===== src/rtl/data_mem_arbiter_pkg.sv =====
// Shared types and widths for the data-memory arbiter.
package data_mem_arbiter_pkg;

    localparam int RW_EN_W = 4;
    localparam int ADDR_W  = 32;
    localparam int DATA_W  = 32;

    typedef enum logic [1:0] {
        IDLE    = 2'd0,
        CPU_ACC = 2'd1,
        DMA_ACC = 2'd2
    } arb_state_e;

    // One latched memory request as presented on the shared port.
    typedef struct packed {
        logic [RW_EN_W-1:0] en;
        logic [ADDR_W-1:0]  addr;
        logic [DATA_W-1:0]  wdata;
    } mem_req_t;

endpackage


===== src/rtl/dmem_port_mux.sv =====
// Drives the shared data-memory port: the latched request while an access
// owns the port, all zero otherwise.
module dmem_port_mux
    import data_mem_arbiter_pkg::*;
(
    input  logic               sel_i,
    input  mem_req_t           req_i,
    output logic [RW_EN_W-1:0] mem_en_o,
    output logic [ADDR_W-1:0]  mem_addr_o,
    output logic [DATA_W-1:0]  mem_wdata_o
);

    // Select the latched request or park the port at zero.
    always_comb begin
        mem_en_o    = {RW_EN_W{1'b0}};
        mem_addr_o  = {ADDR_W{1'b0}};
        mem_wdata_o = {DATA_W{1'b0}};
        if (sel_i) begin
            mem_en_o    = req_i.en;
            mem_addr_o  = req_i.addr;
            mem_wdata_o = req_i.wdata;
        end else begin
            mem_en_o    = {RW_EN_W{1'b0}};
            mem_addr_o  = {ADDR_W{1'b0}};
            mem_wdata_o = {DATA_W{1'b0}};
        end
    end

endmodule


===== src/rtl/data_mem_arbiter.sv =====
// Arbitrates the single data-memory port between the CPU MEM stage and a
// DMA/loader requester. Each access holds the port for ACCESS_CYCLES cycles;
// the CPU is stalled through CPU_BUSYWAIT and the DMA gets a one-cycle ACK.
module data_mem_arbiter
    import data_mem_arbiter_pkg::*;
#(
    parameter int ACCESS_CYCLES = 2,
    parameter int STARVE_LIMIT  = 4
) (
    input  logic               CLK,
    input  logic               RESET,
    input  logic [RW_EN_W-1:0] CPU_READ_WRITE_EN,
    input  logic [ADDR_W-1:0]  CPU_ADDRESS,
    input  logic [DATA_W-1:0]  CPU_WRITEDATA,
    output logic [DATA_W-1:0]  CPU_READDATA,
    output logic               CPU_BUSYWAIT,
    input  logic               DMA_REQ,
    input  logic [RW_EN_W-1:0] DMA_READ_WRITE_EN,
    input  logic [ADDR_W-1:0]  DMA_ADDRESS,
    input  logic [DATA_W-1:0]  DMA_WRITEDATA,
    output logic [DATA_W-1:0]  DMA_READDATA,
    output logic               DMA_ACK,
    output logic [RW_EN_W-1:0] MEM_READ_WRITE_EN,
    output logic [ADDR_W-1:0]  MEM_ADDRESS,
    output logic [DATA_W-1:0]  MEM_WRITEDATA,
    input  logic [DATA_W-1:0]  MEM_READDATA
);

    localparam int CNT_W = $clog2(ACCESS_CYCLES) + 1;
    localparam int STV_W = $clog2(STARVE_LIMIT) + 1;
    localparam logic [CNT_W-1:0] CNT_LAST = CNT_W'(ACCESS_CYCLES - 1);
    localparam logic [STV_W-1:0] STV_MAX  = STV_W'(STARVE_LIMIT);

    arb_state_e         state_q, state_d;
    logic [CNT_W-1:0]   cnt_q, cnt_d;
    logic [STV_W-1:0]   starve_q, starve_d;
    mem_req_t           req_q, req_d;
    logic               cpu_done_q, cpu_done_d;
    logic               dma_ack_q, dma_ack_d;
    logic [DATA_W-1:0]  cpu_rdata_q, cpu_rdata_d;
    logic [DATA_W-1:0]  dma_rdata_q, dma_rdata_d;
    logic               cpu_req_s;
    logic               dma_req_s;

    // The done/ack masks keep a just-served requester from being re-granted
    // in its completion cycle.
    assign cpu_req_s = (CPU_READ_WRITE_EN != {RW_EN_W{1'b0}}) && !cpu_done_q;
    assign dma_req_s = DMA_REQ && !dma_ack_q;

    assign CPU_BUSYWAIT = RESET && cpu_req_s;
    assign CPU_READDATA = cpu_rdata_q;
    assign DMA_READDATA = dma_rdata_q;
    assign DMA_ACK      = dma_ack_q;

    // Arbitration, access sequencing and completion capture.
    always_comb begin
        state_d     = state_q;
        cnt_d       = cnt_q;
        starve_d    = starve_q;
        req_d       = req_q;
        cpu_done_d  = 1'b0;
        dma_ack_d   = 1'b0;
        cpu_rdata_d = cpu_rdata_q;
        dma_rdata_d = dma_rdata_q;
        case (state_q)
            IDLE: begin
                cnt_d = {CNT_W{1'b0}};
                if (dma_req_s && ((starve_q == STV_MAX) || !cpu_req_s)) begin
                    state_d  = DMA_ACC;
                    req_d    = '{en: DMA_READ_WRITE_EN, addr: DMA_ADDRESS, wdata: DMA_WRITEDATA};
                    starve_d = {STV_W{1'b0}};
                end else if (cpu_req_s) begin
                    state_d = CPU_ACC;
                    req_d   = '{en: CPU_READ_WRITE_EN, addr: CPU_ADDRESS, wdata: CPU_WRITEDATA};
                    if (DMA_REQ) begin
                        starve_d = (starve_q == STV_MAX) ? STV_MAX : starve_q + STV_W'(1);
                    end else begin
                        starve_d = {STV_W{1'b0}};
                    end
                end else begin
                    state_d = IDLE;
                end
            end
            CPU_ACC, DMA_ACC: begin
                if (cnt_q == CNT_LAST) begin
                    state_d = IDLE;
                    cnt_d   = {CNT_W{1'b0}};
                    if (state_q == CPU_ACC) begin
                        cpu_rdata_d = MEM_READDATA;
                        cpu_done_d  = 1'b1;
                    end else begin
                        dma_rdata_d = MEM_READDATA;
                        dma_ack_d   = 1'b1;
                    end
                end else begin
                    cnt_d = cnt_q + CNT_W'(1);
                end
            end
            default: begin
                state_d = IDLE;
                cnt_d   = {CNT_W{1'b0}};
            end
        endcase
    end

    // State and datapath registers; reset abandons any access in flight.
    always_ff @(posedge CLK or negedge RESET) begin
        if (!RESET) begin
            state_q     <= IDLE;
            cnt_q       <= {CNT_W{1'b0}};
            starve_q    <= {STV_W{1'b0}};
            req_q       <= '0;
            cpu_done_q  <= 1'b0;
            dma_ack_q   <= 1'b0;
            cpu_rdata_q <= {DATA_W{1'b0}};
            dma_rdata_q <= {DATA_W{1'b0}};
        end else begin
            state_q     <= state_d;
            cnt_q       <= cnt_d;
            starve_q    <= starve_d;
            req_q       <= req_d;
            cpu_done_q  <= cpu_done_d;
            dma_ack_q   <= dma_ack_d;
            cpu_rdata_q <= cpu_rdata_d;
            dma_rdata_q <= dma_rdata_d;
        end
    end

    dmem_port_mux u_port_mux (
        .sel_i       (state_q != IDLE),
        .req_i       (req_q),
        .mem_en_o    (MEM_READ_WRITE_EN),
        .mem_addr_o  (MEM_ADDRESS),
        .mem_wdata_o (MEM_WRITEDATA)
    );

endmodule


===== config.mk =====
export PLATFORM = sky130hd
export DESIGN_NAME = data_mem_arbiter
export DESIGN_NICKNAME = d
export VERILOG_FILES = /design/src/rtl/data_mem_arbiter_pkg.sv /design/src/rtl/dmem_port_mux.sv /design/src/rtl/data_mem_arbiter.sv
export SDC_FILE = /design/constraint.sdc
export NUM_CORES = 1
export LEC_CHECK = 0
export BUFFER_PORTS_ARGS = -buffer_cell sky130_fd_sc_hd__buf_2
export CORE_MARGIN = 3
export CORE_UTILIZATION = 49
export CTS_BUF_LIST = sky130_fd_sc_hd__clkbuf_8
export DETAILED_ROUTE_END_ITERATION = 6
export GPL_TIMING_DRIVEN = 1
export PLACE_DENSITY = 0.84
export SYNTH_ARGS = -nofsm -noshare
export SYNTH_HDL_FRONTEND = slang
export SYNTH_SLANG_ARGS = --single-unit

===== constraint.sdc =====
create_clock -name CLK -period 2.2 [get_ports CLK]
set_input_delay 0.22 -clock CLK [delete_from_list [all_inputs] [get_ports CLK]]
set_output_delay 0.22 -clock CLK [all_outputs]
set_load 0.005 [all_outputs]

==> results by group, run 1 <==
Setup path
  – Arrival time worst endpoint: 2.35 ns
  – Crit path kind: flop to flop
  – R2R Setup Slk: 0.16 ns
  – CP Cell Sequence: inv_1 -> ha_1 -> a21oi_1 -> a21boi_4 -> buf_12 -> mux2_2 -> mux2_2
  – Worst r2r dst: req_q[60]
  – Launching point of the worst reg2reg path: starve_q[0]
  – CP peak stage delay: 0.41 ns
  – R2R depth: 7
  – Critical path's slowest cell: dfrtp_1
  – Crit end category: flop
  – CP max FO: 36
  – Most used cell, CP: mux2_2
  – Worst setup SP type: flop
  – CP required: 2.52 ns

Timing
  – Final setup fails: 0
  – Crit path time final: around 2 ns
  – Setup WS post-layout: 0.1633 ns
  – Worst Tran Pin Value: 0.4964 ns
  – Tcrit/Tclk final: 0.9258
  – RSZ-0062 raised after global routing: false
  – F_max: 0.4910 GHz
  – Rel. slew slack: 0.6690
  – Setup tns final: 0 ns
  – Hold Violations, Final: 0
  – Clock Skews: 0.01370 ns
  – Pins Over Slew Limit: 0

Die
  – Starting density of the core: 0.5041
  – Die width: 123.0 um
  – Die Area: 15120 um2
  – Die H: 123.0 um
  – CORE AREA: around 13000 um2
  – # IOs: between 300 and 400
  – Row cnt: 42

Clock network
  – CTS Buffer Depth: 2
  – Clk sinks: between 100 and 150
  – CTS Buf Count: 17
  – H-tree levels: 4
  – Clock latency on the worst-skew pair: approximately 0.45 ns
  – Clock Tree Root: clkbuf_8
  – CTS tree: built
  – Clock transition at path regs: roughly 0.07 ns

Yosys
  – Library cells used by synthesis: 33
  – Count leader, synth: mux2_2
  – Post-synth top area cell: dfrtp_1
  – Synth top area share: 0.5264
  – Synth area leaders: dfrtp_1 53%, mux2_2 25%, nor2b_1 6.5%
  – Cells after Synth: 544
  – Mapped Area: 6703 um2
  – Yosys warns: 0
  – Flops & latches, synth: 141
  – Synthesized area per cell: approximately 12 um2
  – Async SR Flop Fraction: 1.000
  – Ys flop type: dfrtp_1
  – Sequential fraction of the synthesis area: 0.5264
  – Syn nets: 719
  – Commonest cells in the netlist: 148 x mux2_2, 141 x dfrtp_1, 98 x nand2_1, 70 x nor2b_1, 12 x clkbuf_1
  – Post-synth EDFFs: 0

Pwr
  – Sw Pwr: between 4000 and 5000 uW
  – Clock Power Share: 0.187
  – Switching Share: 0.3401
  – Power per Cell Area: 1381 nW/um2
  – Sequential power share: 0.358
  – VDD IR max: 0.7363 mV
  – Leakage power: 0.004636 uW
  – Power Internal: 8401 uW
  – Part of the power in combinational logic: 0.456

Detailed routing
  – Antenna viol nets, final: 0
  – Routed length per instance: around 17 um
  – Initial drt markers: 274
  – Drt drc: 0
  – Final wirelength: 18380 um
  – Vias: 5348
  – Drt pass-1 iters: 4
  – Vias per cell: 4.993

Place
  – Setup WS pre-CTS: 0.06650 ns
  – RePlAce Congestion: 0.7741
  – Post-Place Cell Area: 8443 um2
  – I/O Buffers: about 300
  – Post-detail-place hpwl: 12570 um

Worst hold path
  – Hold Crit Class: primary input to flop
  – Hold Path Origin: MEM_READDATA[31]
  – Hold path endpoint: CPU_READDATA[31]
  – Hold path cells: 3

Finish
  – Multi-input gate area in the final layout: 2985 um2
  – Filler Cell Count: 953
  – Storage element area: between 3000 and 4000 um2
  – Design Area, Final: ~9000 um2
  – Final nets: 1058
  – Area grow syn2layout: 37.50%
  – Fraction of layout cells with a size suffix above 1: 0.5754
  – Finished Core Util: 0.6932
  – # diodes: 0

Global routing
  – Pin count of the biggest net entering global routing: 67
  – First-pass GRT wire length: approximately 28000 um
  – Tot GR Track Use: 0.2392
  – Vias in the first global route: 5394
  – Initial antenna violation count: 1
  – Grt total ovfl: 0

Outcome
  – Status: finished clean

Job
  – Number of max-cap violations: 0
==> final cells by class <==
type | count | share of cell area
Sequential cell | 141 | 0.3828
Multi-Input combinational cell | 367 | 0.3239
Timing Repair Buffer | 351 | 0.2182
Clock buffer | 17 | 0.02539
Tap cell | 176 | 0.02389
Clock inverter | 14 | 0.02376
Inverter | 5 | 0.002036
==> worst max-delay path, delay by kind of cell, from the launching register on <==
family          cells  cell delay (ns)
mux                 2             0.64
compound gates      2             0.36
flops               1             0.41
fa+ha+maj           1             0.16
buf+inv             2             0.32
==> through the flow <==
stage	instances	hold WS (ns)	power, uW
2_1_floorplan	544	-0.07559	8003
3_3_place_gp	1008	0.2002	10110
3_5_place_dp	1008	0.2037	10300
4_1_cts	1071	0.002526	12770
5_1_grt	1071	0.03104	13580
6_report	1071	0.03315	12730
==> kinds of logic after synthesis <==
logic type | after synthesis | share of synthesized area
muxes | 164 | 0.2811
DFF | 141 | 0.5264
adders and majority gates | 4 | 0.007467
AOI/OAI and AO/OA | 14 | 0.01773
buffers and inverters | 36 | 0.03043
and+or+nand+nor | 185 | 0.1368
==> state kept, by name, summed over array words and instances (netlist names) <==
name          count
DMA_ACK           1
state_q           2
req_q            68
starve_q          3
cpu_done_q        1
DMA_READDATA     32
cnt_q             2
CPU_READDATA     32
==> placed cells by master (no fill, tap or decap), types with 2 or more instances in the layout <==
| cell | netlist | layout |
|---|---|---|
| a21oi_1 | 2 | 2 |
| a22o_1 | 4 | 4 |
| and2_1 | 2 | 2 |
| buf_12 | 0 | 4 |
| buf_2 | 10 | 303 |
| buf_4 | 1 | 11 |
| bufinv_16 | 0 | 5 |
| clkbuf_8 | 0 | 17 |
| clkinv_4 | 0 | 4 |
| dfrtp_1 | 141 | 141 |
| dlygate4sd3_1 | 0 | 32 |
| ha_1 | 4 | 3 |
| inv_1 | 5 | 6 |
| inv_6 | 0 | 2 |
| mux2_1 | 6 | 6 |
| mux2_2 | 148 | 148 |
| mux2_4 | 10 | 10 |
| nand2_1 | 98 | 98 |
| nand2b_1 | 4 | 4 |
| nand3_1 | 2 | 2 |
| nand3b_1 | 2 | 2 |
| nor2b_1 | 70 | 70 |
| o21ai_0 | 2 | 2 |
==> metal layers <==
layer  up-vias  part of all wire  routed length [um]  track usage
li1       2510                 -                   -            -
met1      2570              0.38                6943       0.2735
met2       234              0.51                9351       0.4175
met3        32             0.090                1647      0.07548
met4         2             0.023                 424      0.09307
met5         -           0.00049                   9            0
==> worst max path at each step <==
stage | depth (start not counted) | end | start
2_1_floorplan | 7 | req_q[16] | starve_q[0]
3_3_place_gp | 6 | req_q[60] | CPU_READ_WRITE_EN[0]
3_5_place_dp | 6 | req_q[53] | CPU_READ_WRITE_EN[0]
4_1_cts | 5 | MEM_WRITEDATA[31] | state_q[0]
5_1_grt | 5 | MEM_WRITEDATA[26] | state_q[0]
6_report | 7 | req_q[60] | starve_q[0]
==> power groups by stage <==
stage	sequential [uW]	combinational (uW)	clock [uW]
3_5_place_dp	4540	5760	0
5_1_grt	4680	6370	2530
2_1_floorplan	4480	3530	0
3_3_place_gp	4490	5620	0
6_report	4550	5800	2380
4_1_cts	4530	5830	2420
==> what timing repair did <==
action | in CTS | in global routing
endpoints found under the setup margin | 0 | 0
hold endpoints to repair | 94 | 0
resized for setup | 0 | 0
hold buffers | 32 | 0
buffers inserted | 0 | 0
(Power assumes the default switching activity.)
==> run 2: changes to the inputs <==
Settings changed: CORE_UTILIZATION 49 to 25, PLACE_DENSITY 0.84 to 0.53.
==> results by group, run 2 (synthesis results as in run 1) <==
Detailed routing
  – Vias per cell: 4.239 (-15%)
  – Final wirelength: 18970 um (+3.2%)
  – Routed length per instance: 15.40 um (-10%)
  – Initial drt markers: 171 (-38%)
  – Antenna viol nets, final: 0 (unchanged)
  – Drt pass-1 iters: 4 (unchanged)
  – Vias: 5223 (-2.3%)
  – Drt drc: 0 (unchanged)

Place
  – Post-Place Cell Area: 8645 um2 (+2.4%)
  – Post-detail-place hpwl: 13150 um (+4.6%)
  – I/O Buffers: 304 (unchanged)
  – RePlAce Congestion: 0.7198 (-7.0%)

Setup path
  – Worst setup SP type: flop
  – CP top delay family: multiplexers
  – CP required: 2.53 ns (about the same)
  – CP Cell Sequence: inv_1 -> ha_2 -> a21oi_2 -> a21boi_4 -> buf_12 -> buf_12 -> mux2_2 -> mux2_2
  – R2R Setup Slk: 0.14 ns (-0.02 ns)
  – CP peak stage delay: 0.43 ns (+0.02 ns)
  – Critical path's slowest cell: dfrtp_1
  – Crit end category: flop
  – Bufs and invs on worst path: 3 (+1)
  – Arrival time worst endpoint: 2.39 ns (+0.04 ns)
  – CP max FO: 29 (-19%)
  – Crit path kind: flop to flop

Global routing
  – M3 GR Usage: 0.04938 (-0.02610)
  – First-pass GRT wire length: 28720 um (+4.1%)
  – Pin count of the biggest net entering global routing: 80 (+19%)
  – Global route hottest layer: met2
  – Grt total ovfl: 0 (unchanged)
  – Initial antenna violation count: 2 (+1)
  – Vias in the first global route: 5503 (+2.0%)
  – Met2 track demand over resource: 0.2302 (-0.1873)
  – Tot GR Track Use: 0.1272 (-0.1120)
  – Met1 GRT Util: 0.1387 (-0.1348)

Die
  – Starting density of the core: 0.2558 (-0.2484)
  – # IOs: 305 (unchanged)
  – Die width: 169.7 um (+38%)
  – Die H: 169.7 um (+38%)
  – Die Area: 28810 um2 (+91%)
  – Row cnt: 59 (+40%)
  – CORE AREA: 26210 um2 (+97%)

Timing
  – RSZ-0062 raised after global routing: false
  – Clock Skews: 0.02332 ns (+0.009615 ns)
  – Hold_ws: 0.1161 ns (+0.08298 ns)
  – Worst Tran Pin Value: 0.5499 ns (+0.05344 ns)
  – Pins Over Slew Limit: 0 (unchanged)
  – Tcrit/Tclk final: 0.9362 (+0.01043)
  – Crit path time final: 2.060 ns (+0.02296 ns)
  – Hold Violations, Final: 0 (unchanged)
  – F_max: 0.4855 GHz (-1.1%)
  – Rel. slew slack: 0.6334 (-0.03563)
  – Setup tns final: 0 ns (unchanged)
  – Final setup fails: 0 (unchanged)

Outcome
  – Status: finished clean

Finish
  – Fraction of layout cells with a size suffix above 1: 0.5781 (+0.002706)
  – Most common cell after layout, fill and taps aside: buf_2
  – Largest register FFs: 68 (unchanged)
  – Finished Core Util: 0.3615 (-0.3317)
  – Final nets: 1058 (unchanged)
  – Most frequent cells in the layout: 303 x buf_2, 148 x mux2_2, 141 x dfrtp_1, 98 x nand2_1, 70 x nor2b_1
  – Top reg by flops: req_q
  – Design Area, Final: 9473 um2 (+2.8%)
  – Area grow syn2layout: 41.33%

Clock network
  – CTS tree: built
  – Clock Tree Root: clkbuf_8
  – CTS Buf Count: 17 (unchanged)
  – H-tree levels: 4 (unchanged)
  – Clk sinks: 141 (unchanged)
  – Clock latency on the worst-skew pair: 0.45 ns (about the same)
  – Clock transition at path regs: 0.09 ns (+0.02 ns)
  – CTS Buffer Depth: 2 (unchanged)

Worst hold path
  – Hold Crit Class: primary input to flop

Pwr
  – Power per Cell Area: 1330 nW/um2 (-3.7%)
  – Leakage power: 0.004639 uW (about the same)
  – VDD IR max: 0.5583 mV (-24%)

Job
  – Number of max-cap violations: 0 (unchanged)
[run 2: tightest hold or removal path: cells and delay by family]
family	cells	cell delay [ns]
mux	2	0.23
buf+inv	1	0.07
[run 2: stage by stage]
step,power (uW),std cells,worst slack (ns)
floorplan,8003,544,0.2676
global placement,10410,1164,0.07575
detailed placement,10480,1164,0.04447
CTS,12820,1229,0.02517
global route,13660,1231,0.04504
finish,12600,1232,0.1403
[run 2: path summary, 6_finish.rpt]
path,start,to,cells past startpoint
max,starve_q[0],req_q[8],8
max in group asynchronous,RESET,req_q[20],3
min in group asynchronous,RESET,CPU_READDATA[3],2
min reg2reg,cnt_q[0],cnt_q[0],1
min,CPU_WRITEDATA[14],req_q[14],3
max reg2reg,starve_q[0],req_q[8],8
[run 2: area by class of cell]
cell class,instances,area [um2]
diodes,1,2.502
clock buffers,17,234.0
clock inverters,15,196.4
fillers,2625,16730
inverters,5,18.77
multi-input cells,367,3002
flip-flops and latches,141,3528
well taps,335,419.2
repair buffers,351,2072
[run 2: routing by layer]
layer,wire length [um],part of all wire
met4,196,0.010
met1,7677,0.40
met2,9346,0.49
met5,0,0
met3,1752,0.092
[run 2: what timing repair did]
item / 4_1_cts / 5_1_grt
buffers inserted: 0 / 1
gates cloned: 0 / 1
setup endpoints to repair: 24 / 87
hold buffers: 33 / 0
gates resized for setup: 1 / 3
pin swaps: 0 / 1
endpoints found under the hold margin: 157 / 0
[run 2: power by group]
| part | switching, uW | internal (uW) |
|---|---|---|
| registers | 589 | 3890 |
| clock network | 1310 | 889 |
| logic | 2680 | 3240 |
| total | 4570 | 8020 |
==> run 3: changes to the inputs <==
Settings changed: CELL_PAD_IN_SITES_DETAIL_PLACEMENT set to 0, CELL_PAD_IN_SITES_GLOBAL_PLACEMENT set to 2, PLACE_DENSITY 0.53 to 0.8.
==> results by group, run 3 (synthesis results as in run 1) <==
Job
  – Number of max-cap violations: 0 (unchanged)

Timing
  – Tcrit/Tclk final: 0.9432 (+0.006933)
  – Pins Over Slew Limit: 0 (unchanged)
  – Crit path time final: 2.075 ns (+0.01525 ns)
  – Clock Skews: 0.01429 ns (-0.009027 ns)
  – RSZ-0062 raised after global routing: false
  – Setup WS post-layout: 0.1251 ns (-0.01525 ns)
  – Worst Tran Pin Value: 0.5233 ns (-0.02656 ns)
  – Setup tns final: 0 ns (unchanged)
  – Rel. slew slack: 0.6511 (+0.01771)
  – Final setup fails: 0 (unchanged)
  – Hold Violations, Final: 0 (unchanged)
  – F_max: 0.4819 GHz (-0.74%)
  – Hold_ws: 0.1153 ns (-0.0008640 ns)

Setup path
  – Crit end category: flop
  – Launching point of the worst reg2reg path: starve_q[0]
  – Worst setup SP type: flop
  – CP startpoint: starve_q[0]
  – Crit path kind: flop to flop
  – CP peak stage delay: 0.42 ns (about the same)
  – R2R depth: 8 (unchanged)
  – CP Cell Sequence: inv_1 -> ha_1 -> a21oi_2 -> a21boi_4 -> buf_12 -> buf_12 -> mux2_2 -> mux2_2
  – Arrival time worst endpoint: 2.40 ns (about the same)
  – CP max FO: 29 (unchanged)
  – CP required: 2.53 ns (about the same)
  – Worst r2r dst: req_q[7]
  – R2R Setup Slk: 0.13 ns (-0.02 ns)
  – Critical path's slowest cell: dfrtp_1

Pwr
  – Sw Pwr: 4592 uW (+0.39%)
  – Power per Cell Area: 1346 nW/um2 (+1.2%)
  – Part of the power in combinational logic: 0.470 (about the same)
  – Clock Power Share: 0.177 (+0.003)
  – Power Internal: 8162 uW (+1.7%)
  – Leakage power: 0.004646 uW (+0.14%)
  – VDD IR max: 0.6169 mV (+10%)
  – Sequential power share: 0.353 (-0.003)
  – Switching Share: 0.3600 (-0.003102)

Die
  – # IOs: 305 (unchanged)
  – Die Area: 28810 um2 (unchanged)
  – Row cnt: 59 (unchanged)
  – Die width: 169.7 um (unchanged)
  – Starting density of the core: 0.2558 (unchanged)
  – CORE AREA: 26210 um2 (unchanged)
  – Die H: 169.7 um (unchanged)

Finish
  – Finished Core Util: 0.3617 (about the same)
  – # diodes: 0 (-1)
  – Largest register FFs: 68 (unchanged)
  – Final nets: 1057 (-0.095%)
  – Most frequent cells in the layout: 303 x buf_2, 148 x mux2_2, 141 x dfrtp_1, 98 x nand2_1, 70 x nor2b_1
  – Top reg by flops: req_q
  – Area grow syn2layout: 41.42% (about the same)
  – Design Area, Final: 9479 um2 (about the same)
  – Most common cell after layout, fill and taps aside: buf_2
  – Fraction of layout cells with a size suffix above 1: 0.5765 (-0.001589)

Clock network
  – Clk sinks: 141 (unchanged)
  – Clock Tree Root: clkbuf_8
  – CTS tree: built
  – Clock transition at path regs: 0.10 ns (about the same)
  – CTS Buffer Depth: 2 (unchanged)
  – H-tree levels: 4 (unchanged)
  – CTS Buf Count: 17 (unchanged)
  – Clock latency on the worst-skew pair: 0.45 ns (about the same)

Place
  – I/O Buffers: 304 (unchanged)
  – Post-Place Cell Area: 8672 um2 (+0.32%)
  – RePlAce Congestion: 0.7203 (about the same)
  – Post-detail-place hpwl: 14140 um (+7.5%)
  – Setup WS pre-CTS: 0.05114 ns (+0.006666 ns)

Detailed routing
  – Vias per cell: 4.258 (+0.43%)
  – Initial drt markers: 173 (+1.2%)
  – Drt pass-1 iters: 4 (unchanged)
  – Routed length per instance: 16.02 um (+4.0%)
  – Antenna viol nets, final: 0 (unchanged)
  – Vias: 5237 (+0.27%)
  – Final wirelength: 19700 um (+3.9%)
  – Drt drc: 0 (unchanged)

Worst hold path
  – Hold Crit Class: primary input to flop
  – Hold Path Origin: CPU_WRITEDATA[27]
  – Hold path endpoint: req_q[27]
  – Hold path cells: 3 (unchanged)

Outcome
  – Status: finished clean

Global routing
  – Tot GR Track Use: 0.1335 (+0.006270)
  – Pin count of the biggest net entering global routing: 87 (+8.8%)
  – First-pass GRT wire length: 30060 um (+4.7%)
  – Grt total ovfl: 0 (unchanged)
  – Vias in the first global route: 5509 (+0.11%)
  – Initial antenna violation count: 1 (-1)
run 3: changes by cell type in the layout (fill, tap and decap cells not counted):
cell and delta:
clkinv_8 -4, ha_2 -1, clkinv_4 -1, diode_2 -1
inv_6 +3, ha_1 +1, buf_4 -3, inv_8 +1
buf_12 +2, bufinv_16 +1
run 3: critical path: cells and delay by family (launching register included):
kind                     cells  cell delay, ns
multiplexers                 2            0.63
flip-flops                   1            0.42
buffers and inverters        3            0.39
AO/OA/AOI/OAI                2            0.27
adder cells (fa/ha/maj)      1            0.23
run 3: what timing repair did:
action,CTS,global route
setup buffers,0,1
hold buffers,33,0
resized for setup,0,2
endpoints found under the hold margin,177,0
setup endpoints to repair,0,36
run 3: power groups by stage:
| stage | logic (uW) | registers [uW] | clock network, uW |
|---|---|---|---|
| after global placement | 5990 | 4490 | 0 |
| after floorplan | 3530 | 4480 | 0 |
| final | 6000 | 4500 | 2260 |
| after detailed placement | 6050 | 4530 | 0 |
| after CTS | 6080 | 4510 | 2380 |
| after global routing | 6670 | 4670 | 2500 |
run 3: metal layers:
metal,global-route usage,vias up,part of all wire
met5,0,-,0.0010
met4,0.03378,2,0.0083
met3,0.05893,11,0.098
met2,0.2296,221,0.48
met1,0.1521,2494,0.41
li1,-,2509,-
run 3: worst max path at each step:
stage                     end  slack [ns]  cells past startpoint
global placement    req_q[48]        0.08                      6
global route         req_q[8]        0.02                      8
floorplan           req_q[16]        0.27                      7
detailed placement  req_q[47]        0.05                      6
finish               req_q[7]        0.13                      8
CTS                 req_q[53]        0.06                      7
run 3: layout make-up:
cell class,instances,area (um2)
sequential,141,3528
inverter,5,18.77
tap,335,419.2
fill,2639,16730
clock buffer,17,234.0
multi-input combinational,367,2999
timing repair buffer,350,2090
clock inverter,15,190.2
run 3: metrics by stage:
| step | instances | total power (uW) |
|---|---|---|
| after floorplan | 544 | 8003 |
| after global placement | 1163 | 10480 |
| after detailed placement | 1163 | 10580 |
| after CTS | 1228 | 12970 |
| after global routing | 1230 | 13840 |
| final | 1230 | 12750 |
